===== config.mk =====
export PLATFORM = sky130hd
export DESIGN_NAME = gen_register
export DESIGN_NICKNAME = d
export VERILOG_FILES = /design/src/rtl/gen_register.sv
export SDC_FILE = /design/constraint.sdc
export NUM_CORES = 1
export LEC_CHECK = 0
export CELL_PAD_IN_SITES_DETAIL_PLACEMENT = 0
export CELL_PAD_IN_SITES_GLOBAL_PLACEMENT = 2
export CORE_ASPECT_RATIO = 0.8
export CORE_MARGIN = 1
export CORE_UTILIZATION = 25
export CTS_CLUSTER_DIAMETER = 200
export DETAILED_ROUTE_END_ITERATION = 7
export HOLD_SLACK_MARGIN = 0.15
export PLACE_DENSITY = 0.72
export SYNTH_ARGS = -nofsm -noshare
export SYNTH_HDL_FRONTEND = slang
export SYNTH_SLANG_ARGS = --single-unit

===== constraint.sdc =====
create_clock -name clk -period 1.6 [get_ports clk]
set_input_delay 0.24 -clock clk [delete_from_list [all_inputs] [get_ports clk]]
set_output_delay 0.24 -clock clk [all_outputs]
set_load 0.02 [all_outputs]

===== src/rtl/gen_register.sv =====
// gen_register
//   Holds a WIDTH-bit register that is written from an interface strobed by
//   WCLK. WCLK is asynchronous to clk. WE and WDATA are quasi-static: the
//   writer keeps them stable around each WCLK rise, so only WCLK is
//   synchronized. Each detected WCLK rising edge that sees WE=1 loads WDATA
//   into GEN_OUT. GEN_UPD then pulses for exactly one clk cycle.
//
//   Ports
//     clk     in   system clock; all state changes on its rising edge
//     rst_n   in   asynchronous active-low reset (released synchronously)
//     WE      in   write enable, sampled at the clk edge where a rise is seen
//     WDATA   in   [WIDTH-1:0] write data, sampled at that same edge
//     WCLK    in   asynchronous write strobe, rising edge triggers a write
//     GEN_OUT out  [WIDTH-1:0] stored value, straight from a flop
//     GEN_UPD out  one-cycle pulse, high in the cycle after GEN_OUT loads
//
//   SYNC_STAGES must be 2 or 3.
module gen_register #(
   parameter int unsigned           WIDTH       = 16,
   parameter logic [WIDTH-1:0]      RESET_VAL   = '0,
   parameter int unsigned           SYNC_STAGES = 2
) (
   input  logic             clk,
   input  logic             rst_n,
   input  logic             WE,
   input  logic [WIDTH-1:0] WDATA,
   input  logic             WCLK,
   output logic [WIDTH-1:0] GEN_OUT,
   output logic             GEN_UPD
);

   logic [SYNC_STAGES-1:0] sync_q, sync_d;
   logic                   hist_q, hist_d;
   logic [WIDTH-1:0]       gen_out_q, gen_out_d;
   logic                   gen_upd_q, gen_upd_d;
   logic                   rise;
   logic                   load;

   // Edge detect sits on the last synchronizer stage. The history flop is
   // cleared by reset, so a WCLK that is already high at reset release still
   // produces exactly one rise.
   assign rise = sync_q[SYNC_STAGES-1] & ~hist_q;
   assign load = rise & WE;

   always_comb begin
      sync_d    = {sync_q[SYNC_STAGES-2:0], WCLK};
      hist_d    = sync_q[SYNC_STAGES-1];
      gen_out_d = gen_out_q;
      gen_upd_d = load;
      if (load) gen_out_d = WDATA;
   end

   always_ff @(posedge clk or negedge rst_n) begin
      if (!rst_n) begin
         sync_q    <= '0;
         hist_q    <= 1'b0;
         gen_out_q <= RESET_VAL;
         gen_upd_q <= 1'b0;
      end else begin
         sync_q    <= sync_d;
         hist_q    <= hist_d;
         gen_out_q <= gen_out_d;
         gen_upd_q <= gen_upd_d;
      end
   end

   assign GEN_OUT = gen_out_q;
   assign GEN_UPD = gen_upd_q;

endmodule


==> results_dict.tcl <==
set metrics [dict create \
    nets 100 \
    maxSlewHeadroom_pct 79.63 \
    maxSlewViolCount 0 \
    finalNonFillerCells 117 \
    slowest_stage "clkdlybuf4s50_1" \
    grt_overflow_total 0 \
    ys_warn_count 0 \
    gr-usage-all-layers_pct 10.14 \
    clk_pin_slew_ns 0.08 \
    root_buffer "clkbuf_8" \
    powerDensity_mw_per_mm2 1265 \
    pin_count 37 \
    grt_antenna_before_repair 0 \
    core_area_sq_mm 0.002808 \
    tightest_slew_ns 0.3056 \
    syn_inst 39 \
    setup_tns_ns 0 \
    yosysTopAreaCellShare_pct 66.78 \
    p_total_w 0.001549 \
    crit_family "buffers and inverters" \
    first_pass_iters 3 \
    post_cts_buffers 0 \
    status "complete, no violations" \
    rr_startpoint "hist_q$_DFF_PN0_" \
    ys_seq_elements 20 \
    cp_data_arrival_time_ns 1.23 \
    clock_skew_ns 0.006784 \
    cp_max_fo 2 \
    rr_worst_depth 2 \
    diodes 0 \
    r2r_end "GEN_OUT[10]$_DFFE_PN0P_" \
    max_cap_viol_count 0 \
    hold_violations 0 \
    synthesis.nets 59 \
    vias 462 \
    postRouteAntennaNets 0 \
    dp_slack_ns 0.05110 \
    num_rows 17 \
    fin_crit_sh_pct 91.96 \
    synth_area_leader_cell "dfrtp_1" \
    dieArea_sq_mm 0.003222 \
    dieHeight_um 50.97 \
    netlist_area_sq_um 749.5 \
    wirelength_mm 1.419 \
    min_path_type "input pin to async pin" \
    fin_area_sq_mm 0.001225 \
    setup_viol_count_final 0 \
    dp_cells 113 \
    grt_max_degree 21 \
    worst-path-buf-inv 1 \
    cts_hold_buf 0 \
    drive_above_1_share_pct 27.85 \
    syn_area_per_cell_sq_um 19.22 \
    crit_chain "clkdlybuf4s50_1" \
    drt_iter0_markers 2 \
    critPathCaptureType "output port" \
    clock_sinks 20 \
    ys_seq_area_share_pct 66.78 \
    grt_pass1_vias 476 \
    synth.distinct_cells 6 \
    fmax_ghz 0.6796 \
    start_kind "flop" \
    dieWidth_um 63.22 \
    cts_resized 0 \
    h-tree-depth 1 \
    max_stage_delay_ns 0.61 \
    numCtsBuffers 3 \
    leakage_nw 0.5565 \
    initial_utilization_pct 26.69 \
    cp-startpoint "GEN_OUT[7]$_DFFE_PN0P_" \
    peakVddDrop_mv 0.4933 \
    cts_tree "yes" \
    cp_data_required_time_ns 1.36 \
    place_congestion 0.6602 \
    wl_per_cell_um 12.13 \
    routed_via_density 3.949 \
    critical_path_class "flop to output port" \
    place_area_sq_mm 0.001154 \
    synth_top_cells_by_area "dfrtp_1 67%, mux2_4 18%, mux2_2 11%, nand3b_4 2.7%, buf_6 1.5%" \
    area_growth_pct 63.44 \
    min_period_ns 1.471 \
    clock_latency_ns 0.25 \
    rrSetupSlack_ns 0.39 \
    hpwl_mm 1.047 \
    port_buffers 36 \
    rsz0062_at_grt "no" \
    drcViolationCount 0 \
    timing.final.ws_setup_ns 0.1286 \
    grt_pass1_wl_mm 2.325 \
    cts_max_path_buffers 2 \
]
-- Yosys cell counts --
library cell and number:
dfrtp_1 20, inv_1 1, mux2_2 7, mux2_4 9, buf_6 1, nand3b_4 1
-- cell type report --
type | count | area, sq um
fill | 274 | 1583
sequential | 20 | 500.5
timing repair buffer | 37 | 367.9
multi-input combinational | 17 | 234.0
tap | 38 | 47.55
clock buffer | 3 | 41.29
clock inverter | 1 | 30.03
inverter | 1 | 3.754
-- cell usage in the layout, fill, tap and decap left out --
cell	netlist	final
bufinv_16	0	1
mux2_2	7	7
dfrtp_1	20	20
mux2_4	9	9
buf_4	0	1
nand3b_4	1	1
clkdlybuf4s50_1	0	36
inv_1	1	1
clkbuf_8	0	3
-- cell families (layout without fill, tap and decap cells) --
logic type,Yosys count,after routing,share of synthesized area [%]
simple gates,1,1,2.671
buf+inv,2,42,2.003
flops,20,20,66.78
mux,16,16,28.55
-- metal layers --
metal / vias to the layer above / wire, um / global-route usage [%]
met2: 21 / 654 / 15.59
met1: 224 / 633 / 11.89
met3: 2 / 111 / 5.804
li1: 215 / - / -
met4: 0 / 19 / 3.409
met5: - / 0 / 0
-- worst register-to-register path: cells and delay by family, from the launching register on --
kind             cells  cell delay [ns]
DFF                  1             0.37
and+or+nand+nor      1             0.34
muxes                1             0.38
-- power breakdown --
group / internal [W] / leakage [nW] / total [W] / switching [W]
clock network: 0.000334 / 0.0357 / 0.000494 / 0.000161
registers: 0.000586 / 0.238 / 0.000628 / 0.0000420
logic: 0.000255 / 0.283 / 0.000426 / 0.000171
total: 0.00118 / 0.556 / 0.00155 / 0.000374
-- through the flow --
step	hold slack [ns]	util, %
5_1_grt	0.3345	43.63
3_3_place_gp	0.3333	41.09
4_1_cts	0.3175	43.63
6_report	0.3107	43.63
3_5_place_dp	0.3365	41.09
2_1_floorplan	-0.05559	-
-- worst max-delay path by stage --
stage | endpoint | cells past startpoint
5_1_grt | GEN_OUT[7] | 1
4_1_cts | GEN_OUT[7] | 1
2_1_floorplan | GEN_OUT[10]$_DFFE_PN0P_ | 3
3_5_place_dp | GEN_OUT[7]$_DFFE_PN0P_ | 3
3_3_place_gp | GEN_OUT[10]$_DFFE_PN0P_ | 3
6_report | GEN_OUT[7] | 1
-- registers in the layout, summed over array words and instances (netlist names) --
signal,flops
GEN_UPD,1
sync_q,2
GEN_OUT,16
hist_q,1
Note: power is estimated with default switching activity, not from simulation.
